**src/rtl/md_issue_queue.sv**
```systemverilog
`default_nettype none
// ============================================================================
// Module   : md_issue_queue
// Purpose  : In-order issue FIFO between E-stage decode and the multiply/
//            divide unit. Buffers mult/multu/div/divu/mtlo/mthi requests,
//            hands them to MD one at a time while MD is idle, and stalls the
//            front end on mfhi/mflo until all MD work has retired.
// Ports    : clk, reset_n            - clock, async active-low reset
//            in_valid/in_op/in_a1/in_a2 -> push request from E stage
//            in_ready                - queue not full
//            flush                   - drop every queued op
//            md_busy                 - MD countdown active
//            md_op/md_a1/md_a2       - op issued to MD this cycle (0 = none)
//            mf_req / mf_stall       - mfhi/mflo present / freeze front end
//            q_count                 - current occupancy
// Revision : 1.0 - initial release
// ============================================================================
module md_issue_queue #(
    parameter int DEPTH = 4,
    parameter int OP_W  = 4
) (
    input  logic                     clk,
    input  logic                     reset_n,
    input  logic                     in_valid,
    input  logic [OP_W-1:0]          in_op,
    input  logic [31:0]              in_a1,
    input  logic [31:0]              in_a2,
    output logic                     in_ready,
    input  logic                     flush,
    input  logic                     md_busy,
    output logic [OP_W-1:0]          md_op,
    output logic [31:0]              md_a1,
    output logic [31:0]              md_a2,
    input  logic                     mf_req,
    output logic                     mf_stall,
    output logic [$clog2(DEPTH):0]   q_count
);

    localparam int             c_PTR_W  = $clog2(DEPTH);
    localparam int             c_CNT_W  = c_PTR_W + 1;
    localparam logic [OP_W-1:0] c_OP_MAX = OP_W'(6);

    logic [OP_W-1:0]    r_op [DEPTH];
    logic [31:0]        r_a1 [DEPTH];
    logic [31:0]        r_a2 [DEPTH];
    logic [c_PTR_W-1:0] r_rd_ptr;
    logic [c_PTR_W-1:0] r_wr_ptr;
    logic [c_CNT_W-1:0] r_count;

    logic w_empty;
    logic w_full;
    logic w_op_ok;
    logic w_push;
    logic w_issue;

    assign w_empty = (r_count == '0);
    assign w_full  = (r_count == c_CNT_W'(DEPTH));

    // Only real MD opcodes occupy a slot; anything else is silently dropped.
    assign w_op_ok = (in_op != '0) && (in_op <= c_OP_MAX);

    // in_ready looks only at the occupancy, never at a same-cycle pop.
    assign w_push  = in_valid & ~w_full & ~flush & w_op_ok;

    // Head is issued straight from registered state: a freshly pushed op
    // cannot reach MD before the following cycle.
    assign w_issue = ~w_empty & ~md_busy & ~flush;

    assign in_ready = ~w_full;
    assign q_count  = r_count;
    assign md_op    = w_issue ? r_op[r_rd_ptr] : '0;
    assign md_a1    = w_issue ? r_a1[r_rd_ptr] : '0;
    assign md_a2    = w_issue ? r_a2[r_rd_ptr] : '0;

    // Stall until nothing is queued, nothing is in MD and nothing is leaving
    // for MD this cycle.
    assign mf_stall = mf_req & (~w_empty | md_busy | w_issue);

    always_ff @(posedge clk or negedge reset_n) begin
        if (!reset_n) begin
            r_rd_ptr <= '0;
            r_wr_ptr <= '0;
            r_count  <= '0;
            for (int i = 0; i < DEPTH; i++) begin
                r_op[i] <= '0;
                r_a1[i] <= '0;
                r_a2[i] <= '0;
            end
        end else if (flush) begin
            r_rd_ptr <= '0;
            r_wr_ptr <= '0;
            r_count  <= '0;
        end else begin
            if (w_push) begin
                r_op[r_wr_ptr] <= in_op;
                r_a1[r_wr_ptr] <= in_a1;
                r_a2[r_wr_ptr] <= in_a2;
                // DEPTH is a power of two, so the pointer wraps on overflow.
                r_wr_ptr       <= r_wr_ptr + 1'b1;
            end
            if (w_issue) begin
                r_rd_ptr <= r_rd_ptr + 1'b1;
            end
            if (w_push && !w_issue) begin
                r_count <= r_count + 1'b1;
            end else if (!w_push && w_issue) begin
                r_count <= r_count - 1'b1;
            end
        end
    end

endmodule
`default_nettype wire

```
**config.mk**
```make
export PLATFORM = sky130hd
export DESIGN_NAME = md_issue_queue
export DESIGN_NICKNAME = d
export VERILOG_FILES = /design/src/rtl/md_issue_queue.sv
export SDC_FILE = /design/constraint.sdc
export NUM_CORES = 1
export LEC_CHECK = 0
export CORE_MARGIN = 1.5
export CORE_UTILIZATION = 50
export CTS_CLUSTER_SIZE = 10
export DETAILED_ROUTE_END_ITERATION = 8
export PLACE_DENSITY = 0.72
export REMOVE_ABC_BUFFERS = 1
export SLEW_MARGIN = 20
export SYNTH_ARGS = -nofsm -noshare
export SYNTH_HDL_FRONTEND = slang
export SYNTH_SLANG_ARGS = --single-unit
```
**constraint.sdc**
```tcl
create_clock -name clk -period 3.1 [get_ports clk]
set_input_delay 0.775 -clock clk [delete_from_list [all_inputs] [get_ports clk]]
set_output_delay 0.775 -clock clk [all_outputs]
set_load 0.05 [all_outputs]
```
**Word-level counts from Yosys, hierarchy flattened**

Index checks and enable logic that the tools add are counted.

- Register bits: 279
- Latch bits: 0
- RAM bits: 0
- Memory bits (read-only): 0
- Input port bits: 74
- Output and inout port bits: 73
- Logic and storage cells: 76
- Memories kept: 0

- $add $sub $neg: 4
- $mul: 0
- Div/mod/pow operators: 0
- $lt $le $gt $ge: 4
- Equal/unequal tests: 1
- Shift-type cells: 0
- Multiplexer cells: 26
- Bitwise operators: 14
- Reduce and logical (&&, ||, !) cells: 12

Operator list:

| kind | number |
|---|---|
| bitwise mux 128 bit | 2 |
| 2-to-1 mux 32 bit | 7 |
| binary-select mux 32 bit (select 2 bit) | 2 |
| demux 32 bit (select 2 bit) | 1 |
| bitwise mux 16 bit | 1 |
| 2-to-1 mux 4 bit | 4 |
| 2-to-1 mux 3 bit | 3 |
| binary-select mux 4 bit (select 2 bit) | 1 |
| demux 4 bit (select 2 bit) | 1 |
| 2-to-1 mux 2 bit | 4 |
| bitwise AND 1 bit | 6 |
| greater-or-equal comparator 3 bit, second input constant | 2 |
| NOT 2 -> 3 bit | 2 |
| adder 2 x 1 -> 2 bit, second input constant | 2 |
| <= comparator 4 x 3 -> 1 bit, second input constant | 1 |
| logical AND 1 bit | 4 |
| NOT 1 bit | 4 |
| nonzero test 2 bit | 2 |
| nonzero test 4 bit | 1 |
| adder 3 x 1 -> 3 bit, second input constant | 1 |
| == test 3 bit, second input constant | 1 |
| logical NOT 3 bit | 1 |
| < comparator 3 x 1 -> 1 bit, second input constant | 1 |
| nonzero test 3 bit | 1 |
| 4 further kinds | 6 |

**Depth between registers and ports, before layout**

- Depth after elaboration: 10
- Depth in mapped cells: 10
- Gate-level depth less buffers: 9

**Worst setup path before layout**

Ideal clock, no wire load.

- Path kind: in2out
- From: input port flush
- To: output port md_a2[10]
- Arrival time: 2533 ps
- Data required time: 2325 ps
- Setup slack: -208 ps
- Cell stages on the path: 5
- Buffers on the path: 3
- Path through: clkbuf_1 > or3_1 > clkbuf_1 > clkbuf_1 > nor2b_1

- Cells in the longest elaborated chain, start to end: 3

Ends and longest elaborated chain:

| element | line | RTL |
|---|---|---|
| start, declared | 29 | `input logic flush,` |
| NOT 1 bit (no line) | -- |  |
| bitwise AND 1 bit | 67 | `assign w_issue = ~w_empty & ~md_busy & ~flush;` |
| 2-to-1 mux 32 bit | 73 | `assign md_a2 = w_issue ? r_a2[r_rd_ptr] : '0;` |
| end, declared | 33 | `output logic [31:0] md_a2,` |

No other way between the ends.

**Worst setup path after layout**

- From: input port flush
- To: output port md_a1[10]

- Cells in the longest elaborated chain, start to end: 3

Ends and longest elaborated chain:

| element | line | RTL |
|---|---|---|
| NOT 1 bit (no line) | -- |  |
| bitwise AND 1 bit | 67 |  |
| 2-to-1 mux 32 bit | 72 | `assign md_a1 = w_issue ? r_a1[r_rd_ptr] : '0;` |
| end, declared | 32 | `output logic [31:0] md_a1,` |

No other way between the ends.

==> impl_metrics.ini <==
[yosys]
synthesis.area_um2 = 12600
synth_seq_cells = 279
yosysWarningCount = 0
synth-edff-count = 0
netlist_instances = 790
synth_cell_type_count = 32
ys_seq_area_frac = 0.555
postSynth.asyncResetShare = 1.00
synthFlopType = dfrtp_1
avgSynthCellArea_um2 = 15.9

[global_route]
grt_overflow = 0
grt_max_degree = 74
grt_pass1_vias = 7920
antenna_found_initial = 0
track_usage = 0.202
grt_pass1_wl_um = 42000

[critical_path]
crit_type = primary input to output port
timing.critical_path.arrival_ns = 2.25
path_max_fanout = 36
rr_endpoint = q_count[2]$_DFFE_PN0P_
r2r_slack_ns = 0.91
critPathRequiredTime_ns = 2.32
worst_setup_path_end_kind = output port
startpoint_type = primary input
reg2reg_depth = 8
rr_startpoint = q_count[1]$_DFFE_PN0P_

[timing]
worst_pin_slew_ns = 0.565
drv_slew = 0
finalHoldViolCount = 0
fmax_mhz = 330
min_period_over_period = 0.977
setup_viol = 0
slew_headroom = 0.624
finalSetupTns_ns = 0
rsz0062_at_grt = yes
min_period_ns = 3.03
skew_ns = 0.0127

[clocking]
cts_max_level = 1
cts_buffers = 31
cts_hold_buf = 0
cts_buffer_depth = 3
clk_pin_slew_ns = 0.05
cts_setup_buffers = 0
root_buffer = clkbuf_16
clk_latency_ns = 0.53
cts_sinks = 279
cts_tree = done

[finish]
regArea_um2 = 6990
layout-drive-gt1-share = 0.489
fill_cells = 1745
instances_no_fill = 1274
multiInputGateArea_um2 = 5350
antennaDiodeCount = 0
nets = 1029
area_growth_pct = 28.7
design_area_um2 = 16200

[flow_run]
maxCapViolCount = 0

[floorplan]
die_h_um = 162
initial_core_util = 0.513
die_w_um = 162
dieArea_um2 = 26100
std_cell_rows = 57
io_pins = 147
core_area_um2 = 24500

[power_and_ir_drop]
total_power_mw = 12.5
ir_drop_uv = 421
power.density_nw_per_um2 = 770
p_leak_nw = 7.29

[drt]
drtIter0Drc = 266
detail-route-antenna-nets = 0
dr.pass1.iters = 4
drc = 0
drt-vias-per-instance = 5.59
routedWlPerCell_um = 19.8
drt_wl_total_um = 25200
vias = 7127

[outcome]
status = finished, final reports clean

[placement]
dp_cells = 1240
hpwl_um = 15900
placed_area_um2 = 15400
gp_congestion = 0.740
portBuffers = 146

[hold_path]
min_path_type = primary input to async pin
-- synthesized netlist by cell type (all sizes together) (2+ instances only) --
library cell / count / area [µm²]
dfrtp: 279 / 6980
mux2: 270 / 3040
mux4: 68 / 1530
nor2b: 68 / 425
buf: 39 / 233
clkbuf: 14 / 52.6
nor2: 11 / 41.3
nand2: 7 / 28.8
and2: 5 / 31.3
inv: 5 / 18.8
ha: 4 / 50.1
nor3: 4 / 20.0
xnor2: 2 / 17.5
-- report_power, final --
| part | internal (mW) | switching (mW) | leakage (nW) |
|---|---|---|---|
| registers | 4.54 | 0.452 | 3.66 |
| clock network | 1.75 | 1.27 | 0.384 |
| logic | 2.59 | 1.87 | 3.25 |
| total | 8.87 | 3.60 | 7.29 |
-- layout make-up --
class	instances	share of cell area
clock buffer	33	0.0484
timing repair buffer	180	0.164
tap	324	0.0250
sequential	279	0.431
inverter	5	0.00116
multi-input combinational	453	0.330
-- metal layers --
layer / global-route usage / share of wire
met2: 0.333 / 0.48
met5: 0 / 0
met3: 0.0347 / 0.042
met1: 0.285 / 0.46
met4: 0.0425 / 0.019
-- flip-flops by register name, summed over array words and instances, names as in the netlist --
name      flops
r_a2        128
r_rd_ptr      2
q_count       3
r_wr_ptr      2
r_op         16
r_a1        128
-- cell usage in the layout, fill, tap and decap left out, drive strengths merged --
master / instances
nand3b: 1
nand2b: 1
xor2: 1
fa: 1
a21boi: 1
or3: 1
clkbuf: 33
a31oi: 1
nor2: 11
a21o: 1
ha: 4
o21ai: 1
nor2b: 68
and4: 1
mux4: 68
o41a: 1
dfrtp: 279
and3: 1
buf: 103
bufbuf: 1
or4: 1
mux2: 270
o31ai: 1
and2: 5
nand2: 7
xnor2: 2
inv: 5
clkdlybuf4s50: 76
nor3: 4
-- logic make-up (layout without fill, tap and decap cells) --
kind of cell,after synthesis,count (layout),synth area share
AOI/OAI and AO/OA,6,6,0.00358
DFF,279,279,0.555
buffers and inverters,58,218,0.0242
xor gates and xnor gates,3,3,0.00209
muxes,338,338,0.363
adders and majority gates,5,5,0.00557
and+or+nand+nor,101,101,0.0468
-- worst max path at each step --
stage                                  from        end  slack, ns  cells after the start
floorplan           r_rd_ptr[0]$_DFFE_PN0P_   md_a1[0]      -1.63                      2
global placement                      flush  md_a2[29]      -0.06                      5
detailed placement                    flush   md_a2[2]      -0.06                      5
CTS                 r_rd_ptr[0]$_DFFE_PN0P_  md_a2[23]       0.02                      4
global route        r_rd_ptr[0]$_DFFE_PN0P_  md_a2[23]      -0.01                      4
finish                                flush  md_a1[10]       0.07                      5
-- through the flow --
step	hold WS (ns)	setup WS [ns]	util
CTS	0.224	0.0243	0.660
global placement	0.464	-0.0563	0.626
finish	0.223	0.0708	0.660
global route	0.256	-0.0105	0.660
detailed placement	0.475	-0.0613	0.626
floorplan	0.448	-1.63	-
-- timing repair --
action | 4_1_cts | 5_1_grt
endpoints found under the setup margin | 68 | 2
cloned | 1 | 0
resized for setup | 6 | 0
-- worst max-delay path, stage by stage --
cell             delay (ns)
clkdlybuf4s50_1        0.42
or3_4                  0.43
buf_12                 0.18
nor2b_1                0.24
buf_12                 0.17
Note: power is estimated with default switching activity, not from simulation.
